===== config.mk =====
export PLATFORM = sky130hd
export DESIGN_NAME = decode_issue_unit
export DESIGN_NICKNAME = d
export VERILOG_FILES = /design/src/rtl/decode_issue_unit.sv
export SDC_FILE = /design/constraint.sdc
export NUM_CORES = 2
export LEC_CHECK = 0
export BUFFER_PORTS_ARGS = -buffer_cell sky130_fd_sc_hd__buf_2
export CAP_MARGIN = 20
export CORE_MARGIN = 2
export CORE_UTILIZATION = 40
export DETAILED_ROUTE_END_ITERATION = 7
export SETUP_SLACK_MARGIN = 0.3
export SYNTH_ARGS = -nofsm -noshare
export SYNTH_HDL_FRONTEND = slang
export SYNTH_SLANG_ARGS = --single-unit

===== constraint.sdc =====
create_clock -name clock -period 7.8 [get_ports clock]
set_input_delay 0.39 -clock clock [delete_from_list [all_inputs] [get_ports clock]]
set_output_delay 0.39 -clock clock [all_outputs]
set_load 0.005 [all_outputs]

===== src/rtl/decode_issue_unit.sv =====
// RV32I decode/issue stage: register-file read with writeback bypass, opcode-driven
// immediate extraction, busy-bit RAW scoreboard and a registered valid/ready output stage.
module decode_issue_unit #(
    parameter int CORE            = 0,
    parameter int ADDRESS_BITS    = 32,
    parameter int DATA_WIDTH      = 32,
    parameter int REG_COUNT       = 32,
    parameter int SCAN_CYCLES_MIN = 0,
    parameter int SCAN_CYCLES_MAX = 1000
) (
    input  logic                    clock,
    input  logic                    reset,
    input  logic [ADDRESS_BITS-1:0] PC,
    input  logic [31:0]             instruction,
    input  logic                    in_valid,
    output logic                    in_ready,
    input  logic                    write,
    input  logic [4:0]              write_reg,
    input  logic [DATA_WIDTH-1:0]   write_data,
    input  logic                    flush,
    output logic                    out_valid,
    input  logic                    out_ready,
    output logic [ADDRESS_BITS-1:0] out_PC,
    output logic [DATA_WIDTH-1:0]   rs1_data,
    output logic [DATA_WIDTH-1:0]   rs2_data,
    output logic [4:0]              rd,
    output logic [6:0]              opcode,
    output logic [2:0]              funct3,
    output logic [6:0]              funct7,
    output logic [DATA_WIDTH-1:0]   extend_imm,
    output logic [ADDRESS_BITS-1:0] branch_target,
    output logic [ADDRESS_BITS-1:0] JAL_target,
    input  logic                    scan
);

    localparam logic [6:0] OP_IMM    = 7'h13;
    localparam logic [6:0] OP_LOAD   = 7'h03;
    localparam logic [6:0] OP_JALR   = 7'h67;
    localparam logic [6:0] OP_SYSTEM = 7'h73;
    localparam logic [6:0] OP_STORE  = 7'h23;
    localparam logic [6:0] OP_BRANCH = 7'h63;
    localparam logic [6:0] OP_LUI    = 7'h37;
    localparam logic [6:0] OP_AUIPC  = 7'h17;
    localparam logic [6:0] OP_JAL    = 7'h6F;
    localparam logic [6:0] OP_REG    = 7'h33;

    function automatic logic signed [31:0] b_imm(input logic [31:0] ins);
        return {{19{ins[31]}}, ins[31], ins[7], ins[30:25], ins[11:8], 1'b0};
    endfunction

    function automatic logic signed [31:0] j_imm(input logic [31:0] ins);
        return {{11{ins[31]}}, ins[31], ins[19:12], ins[20], ins[30:21], 1'b0};
    endfunction

    function automatic logic signed [31:0] decode_imm(input logic [31:0] ins);
        logic signed [31:0] v;
        case (ins[6:0])
            OP_IMM, OP_LOAD, OP_JALR, OP_SYSTEM: v = {{20{ins[31]}}, ins[31:20]};
            OP_STORE:                            v = {{20{ins[31]}}, ins[31:25], ins[11:7]};
            OP_BRANCH:                           v = b_imm(ins);
            OP_LUI, OP_AUIPC:                    v = {ins[31:12], 12'b0};
            OP_JAL:                              v = j_imm(ins);
            default:                             v = '0;
        endcase
        return v;
    endfunction

    // Size casts of a signed operand sign-extend (or truncate) to the target width.
    function automatic logic [DATA_WIDTH-1:0] sext_data(input logic signed [31:0] v);
        return DATA_WIDTH'(v);
    endfunction

    function automatic logic [ADDRESS_BITS-1:0] sext_addr(input logic signed [31:0] v);
        return ADDRESS_BITS'(v);
    endfunction

    function automatic logic uses_rs1(input logic [6:0] op);
        return !(op == OP_LUI || op == OP_AUIPC || op == OP_JAL);
    endfunction

    function automatic logic uses_rs2(input logic [6:0] op);
        return (op == OP_STORE || op == OP_BRANCH || op == OP_REG);
    endfunction

    function automatic logic writes_rd(input logic [6:0] op, input logic [4:0] idx);
        return (idx != 5'd0) &&
               (op == OP_IMM || op == OP_LOAD || op == OP_REG || op == OP_LUI ||
                op == OP_AUIPC || op == OP_JAL || op == OP_JALR);
    endfunction

    logic [DATA_WIDTH-1:0]   rf_q [REG_COUNT];
    logic [REG_COUNT-1:0]    busy_q, busy_d;

    logic                    out_valid_q, out_valid_d;
    logic [ADDRESS_BITS-1:0] pc_q, pc_d;
    logic [DATA_WIDTH-1:0]   rs1_q, rs1_d;
    logic [DATA_WIDTH-1:0]   rs2_q, rs2_d;
    logic [4:0]              rd_q, rd_d;
    logic [6:0]              opcode_q, opcode_d;
    logic [2:0]              funct3_q, funct3_d;
    logic [6:0]              funct7_q, funct7_d;
    logic [DATA_WIDTH-1:0]   imm_q, imm_d;
    logic [ADDRESS_BITS-1:0] btgt_q, btgt_d;
    logic [ADDRESS_BITS-1:0] jtgt_q, jtgt_d;

    logic [6:0] op_w;
    logic [4:0] rs1_w, rs2_w, rd_w;
    logic       byp1, byp2, hazard, accept;
    logic [DATA_WIDTH-1:0] rs1_rd, rs2_rd;

    assign op_w  = instruction[6:0];
    assign rd_w  = instruction[11:7];
    assign rs1_w = instruction[19:15];
    assign rs2_w = instruction[24:20];

    // A writeback landing in the same cycle both bypasses the read and resolves the hazard.
    assign byp1 = write && (write_reg == rs1_w) && (rs1_w != 5'd0);
    assign byp2 = write && (write_reg == rs2_w) && (rs2_w != 5'd0);

    assign rs1_rd = (rs1_w == 5'd0) ? '0 : (byp1 ? write_data : rf_q[rs1_w]);
    assign rs2_rd = (rs2_w == 5'd0) ? '0 : (byp2 ? write_data : rf_q[rs2_w]);

    assign hazard = (uses_rs1(op_w) && busy_q[rs1_w] && !(write && write_reg == rs1_w)) ||
                    (uses_rs2(op_w) && busy_q[rs2_w] && !(write && write_reg == rs2_w));

    assign in_ready = !reset && (!out_valid_q || out_ready) && !hazard && !flush;
    assign accept   = in_valid && in_ready;

    always_comb begin
        out_valid_d = out_valid_q;
        pc_d        = pc_q;
        rs1_d       = rs1_q;
        rs2_d       = rs2_q;
        rd_d        = rd_q;
        opcode_d    = opcode_q;
        funct3_d    = funct3_q;
        funct7_d    = funct7_q;
        imm_d       = imm_q;
        btgt_d      = btgt_q;
        jtgt_d      = jtgt_q;
        busy_d      = busy_q;
        if (flush) begin
            out_valid_d = 1'b0;
            busy_d      = '0;
        end else begin
            if (accept) begin
                out_valid_d = 1'b1;
                pc_d        = PC;
                rs1_d       = rs1_rd;
                rs2_d       = rs2_rd;
                rd_d        = rd_w;
                opcode_d    = op_w;
                funct3_d    = instruction[14:12];
                funct7_d    = instruction[31:25];
                imm_d       = sext_data(decode_imm(instruction));
                btgt_d      = PC + sext_addr(b_imm(instruction));
                jtgt_d      = PC + sext_addr(j_imm(instruction));
            end else if (out_ready) begin
                out_valid_d = 1'b0;
            end
            // Clear before set so a same-cycle set of the same index wins.
            if (write) busy_d[write_reg] = 1'b0;
            if (accept && writes_rd(op_w, rd_w)) busy_d[rd_w] = 1'b1;
        end
    end

    always_ff @(posedge clock) begin
        if (reset) begin
            out_valid_q <= 1'b0;
            pc_q        <= '0;
            rs1_q       <= '0;
            rs2_q       <= '0;
            rd_q        <= '0;
            opcode_q    <= '0;
            funct3_q    <= '0;
            funct7_q    <= '0;
            imm_q       <= '0;
            btgt_q      <= '0;
            jtgt_q      <= '0;
            busy_q      <= '0;
            for (int i = 0; i < REG_COUNT; i++) rf_q[i] <= '0;
        end else begin
            out_valid_q <= out_valid_d;
            pc_q        <= pc_d;
            rs1_q       <= rs1_d;
            rs2_q       <= rs2_d;
            rd_q        <= rd_d;
            opcode_q    <= opcode_d;
            funct3_q    <= funct3_d;
            funct7_q    <= funct7_d;
            imm_q       <= imm_d;
            btgt_q      <= btgt_d;
            jtgt_q      <= jtgt_d;
            busy_q      <= busy_d;
            if (write && write_reg != 5'd0) rf_q[write_reg] <= write_data;
        end
    end

    assign out_valid     = out_valid_q;
    assign out_PC        = pc_q;
    assign rs1_data      = rs1_q;
    assign rs2_data      = rs2_q;
    assign rd            = rd_q;
    assign opcode        = opcode_q;
    assign funct3        = funct3_q;
    assign funct7        = funct7_q;
    assign extend_imm    = imm_q;
    assign branch_target = btgt_q;
    assign JAL_target    = jtgt_q;

`ifndef SYNTHESIS
    logic [31:0] cycle_q;
    always_ff @(posedge clock) begin
        if (reset) cycle_q <= '0;
        else       cycle_q <= cycle_q + 32'd1;
        if (scan && $signed(cycle_q) >= SCAN_CYCLES_MIN && $signed(cycle_q) <= SCAN_CYCLES_MAX)
            $display("[core %0d] cycle %0d decode: pc=%h ins=%h in_v=%b in_r=%b haz=%b busy=%h | out_v=%b pc=%h rd=%0d op=%h imm=%h",
                     CORE, cycle_q, PC, instruction, in_valid, in_ready, hazard, busy_q,
                     out_valid_q, pc_q, rd_q, opcode_q, imm_q);
    end
`endif

endmodule


==> run metrics <==
most used cell along the critical path buf_4; largest net degree at the start of global routing 175; CTS-repair resized insts 0; fin util 0.457; Tmin final 3.94 ns; DRT Pass-1 Iters 6; Peak VDD IR 0.205 mV; Slew HR 0.222; Fin Setup TNS 0 ns; clk_lat worst skew about 0.81 ns; clock tree buffer depth 3; CTS H-tree lvls 4; core area approximately 170,000 um^2; wire length per cell 32.6 um; P_leak 0.0272 uW; ys async rst share 0; register area share after synthesis 0.531; initial antenna violation count 38; syn avg cell area 13.1 um^2; Worst setup startpoint instruction[22]; sequential cell area about 36,000 um^2; total power draw 16,900 uW; first-pass GRT wire length 345,000 um; die width a little over 400 um; Worst-path clk slew around 0.06 ns; final non-filler cell total 7,619; crit path max fanout 65; kind of critical path in -> reg; CP Buf/Inv Count 3; Placed Cells 7,283; number of remaining DRC errors 0; share of cells above drive strength 1 0.230; Synth Flop Type edfxtp_1; Reg-to-Reg Start busy_q[11]; vias per cell ~6.3; Synth-to-Final Area Change 13.7%; delay of the slowest cell on the worst path 0.84 ns; clk sinks 1,269; Required @ worst endpoint ~8.5 ns; CP Launch Type primary input; Routed Antenna Nets 0; Setup-failing EPs final 0; Starting Density 0.402; row cnt 150; vias post-DR around 48,000; slowest CP cell and3_4; vias in the first global route 46,000; die height just over 400 um; pins over their slew limit 0; placed wire-length estimate 138,000 um; status finished, final reports clean; Crit path max-delay family buffers and inverters; Max Cap Viol 0; Port Buffer Count approximately 320; drt initial violations about 6,700; Netlist cell types 73; CTS tree done; IO Count 324; final net count 5,433; root buffer cell clkbuf_16; gr usage total 0.286; final hold violations 0; RSZ-0062 raised after global routing false; Routed WL 248,000 um; Overflow after GRT 0; TritonCTS Buffers 140; Max Clk Rate 254 MHz; die area 171,000 um^2; cells after synthesis 5,136; Worst setup EP type flop; Final period util 0.505; Worst Min Path Start reset; hold_ws 0.107 ns; Fillers 14,900; area of the multi-input gates 30,000 um^2; CP Data Arrival Time 4.59 ns; FF+latch count, synth 1,269; Post-synth EDFFs 1,024; Synth Warn # 0; Clock Skew 0.0282 ns; cell area after synthesis 67,200 um^2; GP Congestion 0.872; CP Cell Sequence buf_4 > buf_4 > mux4_2 > a221oi_1 > o211ai_1 > o311ai_1 > and3_4 > buf_4 > mux2i_1 > nor2_1; power per cell area around 220 nW/um^2; Hold Path Class in -> reg; Worst-Margin Slew 1.17 ns
==> where the power goes <==
group          leakage (uW)  internal, uW  switching, uW
clock               0.00224          3830           2910
sequential           0.0117          7690            193
combinational        0.0132           898           1360
total                0.0272         12400           4470
==> state kept, by name, indices dropped and copies added (netlist names) <==
register	cells
rf_q	1024
busy_q	32
extend_imm	32
out_PC	32
rs1_data	32
rs2_data	32
JAL_target	31
branch_target	31
funct7	7
opcode	7
rd	5
funct3	3
out_valid	1
==> layout make-up <==
cell class	count	share of cell area
antenna	23	0.000754
sequential	1269	0.467
inverter	17	0.000852
clock inverter	60	0.00824
timing repair buffer	495	0.0421
multi-input combinational	3357	0.393
clock buffer	194	0.0517
tap	2204	0.0361
==> repair_timing <==
| action | 4_1_cts | 5_1_grt |
|---|---|---|
| hold buffers | 56 | 0 |
| setup buffers | 0 | 0 |
| hold endpoints to repair | 68 | 0 |
==> through the flow <==
step / area [um^2] / worst slack, ns
3_5_place_dp: 71100 / 3.14
4_1_cts: 76300 / 4.00
3_3_place_gp: 71100 / 3.12
5_1_grt: 76300 / 3.69
6_report: 76400 / 3.86
2_1_floorplan: 67300 / 3.68
==> path summary, 6_finish.rpt <==
kind | end | slack (ns) | cells after the start
hold / removal | JAL_target[17] | 0.11 | 2
hold reg to reg | JAL_target[3] | 0.45 | 2
setup / recovery | JAL_target[8] | 3.86 | 10
setup reg to reg | JAL_target[8] | 4.34 | 8
==> cells in the mapped netlist, drive strengths merged (8+ instances only) <==
library cell | instances | area [um^2]
o21bai | 8 | 60.1
a221oi | 10 | 87.6
o22ai | 42 | 263
a21oi | 272 | 1360
o221ai | 87 | 762
nand2 | 211 | 792
dfxtp | 245 | 4900
o21a | 8 | 60.1
nand2b | 11 | 68.8
a211oi | 25 | 188
and2 | 997 | 6240
o21ai | 118 | 591
mux4 | 500 | 11300
nand3b | 21 | 158
nor2b | 13 | 81.3
a31oi | 8 | 50.1
a22oi | 71 | 533
a21o | 27 | 203
o41ai | 17 | 156
nand4 | 16 | 100
buf | 131 | 718
edfxtp | 1024 | 30700
nor2 | 261 | 980
xnor2 | 30 | 263
mux2i | 260 | 2600
clkbuf | 393 | 1480
xor2 | 20 | 175
ha | 43 | 538
o211ai | 40 | 305
nand3 | 56 | 285
nor3 | 57 | 285
inv | 17 | 63.8
nor4 | 16 | 100
==> worst register-to-register path: stages, from the launching register on <==
cell and delay, ns:
dfxtp_1 0.33, mux4_2 0.49, mux2i_1 0.24, o22ai_1 0.15
o211ai_2 0.36, and3_4 0.76, buf_4 0.69, mux2i_1 0.26
nor2_1 0.05
==> cells by family (layout without fill, tap and decap cells) <==
kind of cell | Yosys count | in the layout | synth area share
other | 1 | 55 | 0.0000558
flip-flops | 1269 | 1269 | 0.531
buffers and inverters | 541 | 766 | 0.0336
AND/OR/NAND/NOR | 1696 | 1696 | 0.139
adder cells (fa/ha/maj) | 45 | 45 | 0.00861
XOR/XNOR | 50 | 50 | 0.00652
AO/OA/AOI/OAI | 771 | 771 | 0.0744
multiplexers | 763 | 763 | 0.207
==> routing by layer <==
metal	routed length (um)	track usage	part of all wire	vias to the layer above
met5	87	0	0.00035	-
li1	-	-	-	19800
met3	27900	0.0633	0.11	624
met4	11900	0.133	0.048	14
met1	94400	0.379	0.38	24300
met2	114000	0.448	0.46	3150
==> cell usage in the layout (no fill, tap or decap), types with 32 or more instances in the layout <==
cell type | synthesis | final
mux2i_1 | 260 | 260
o21ai_0 | 118 | 87
and2_1 | 997 | 997
buf_2 | 82 | 312
conb_1 | 1 | 32
a21oi_1 | 272 | 271
ha_1 | 43 | 43
mux4_2 | 500 | 500
a22oi_1 | 71 | 71
o22ai_1 | 42 | 42
dfxtp_1 | 245 | 245
clkbuf_1 | 393 | 34
dlygate4sd3_1 | 0 | 56
nand3_1 | 55 | 52
edfxtp_1 | 1024 | 1024
o211ai_1 | 39 | 39
buf_4 | 23 | 111
o221ai_1 | 87 | 87
nand2_1 | 211 | 211
clkbuf_16 | 0 | 144
nor2_1 | 261 | 228
nor3_1 | 57 | 56
Power figures use the tool's default switching activity.
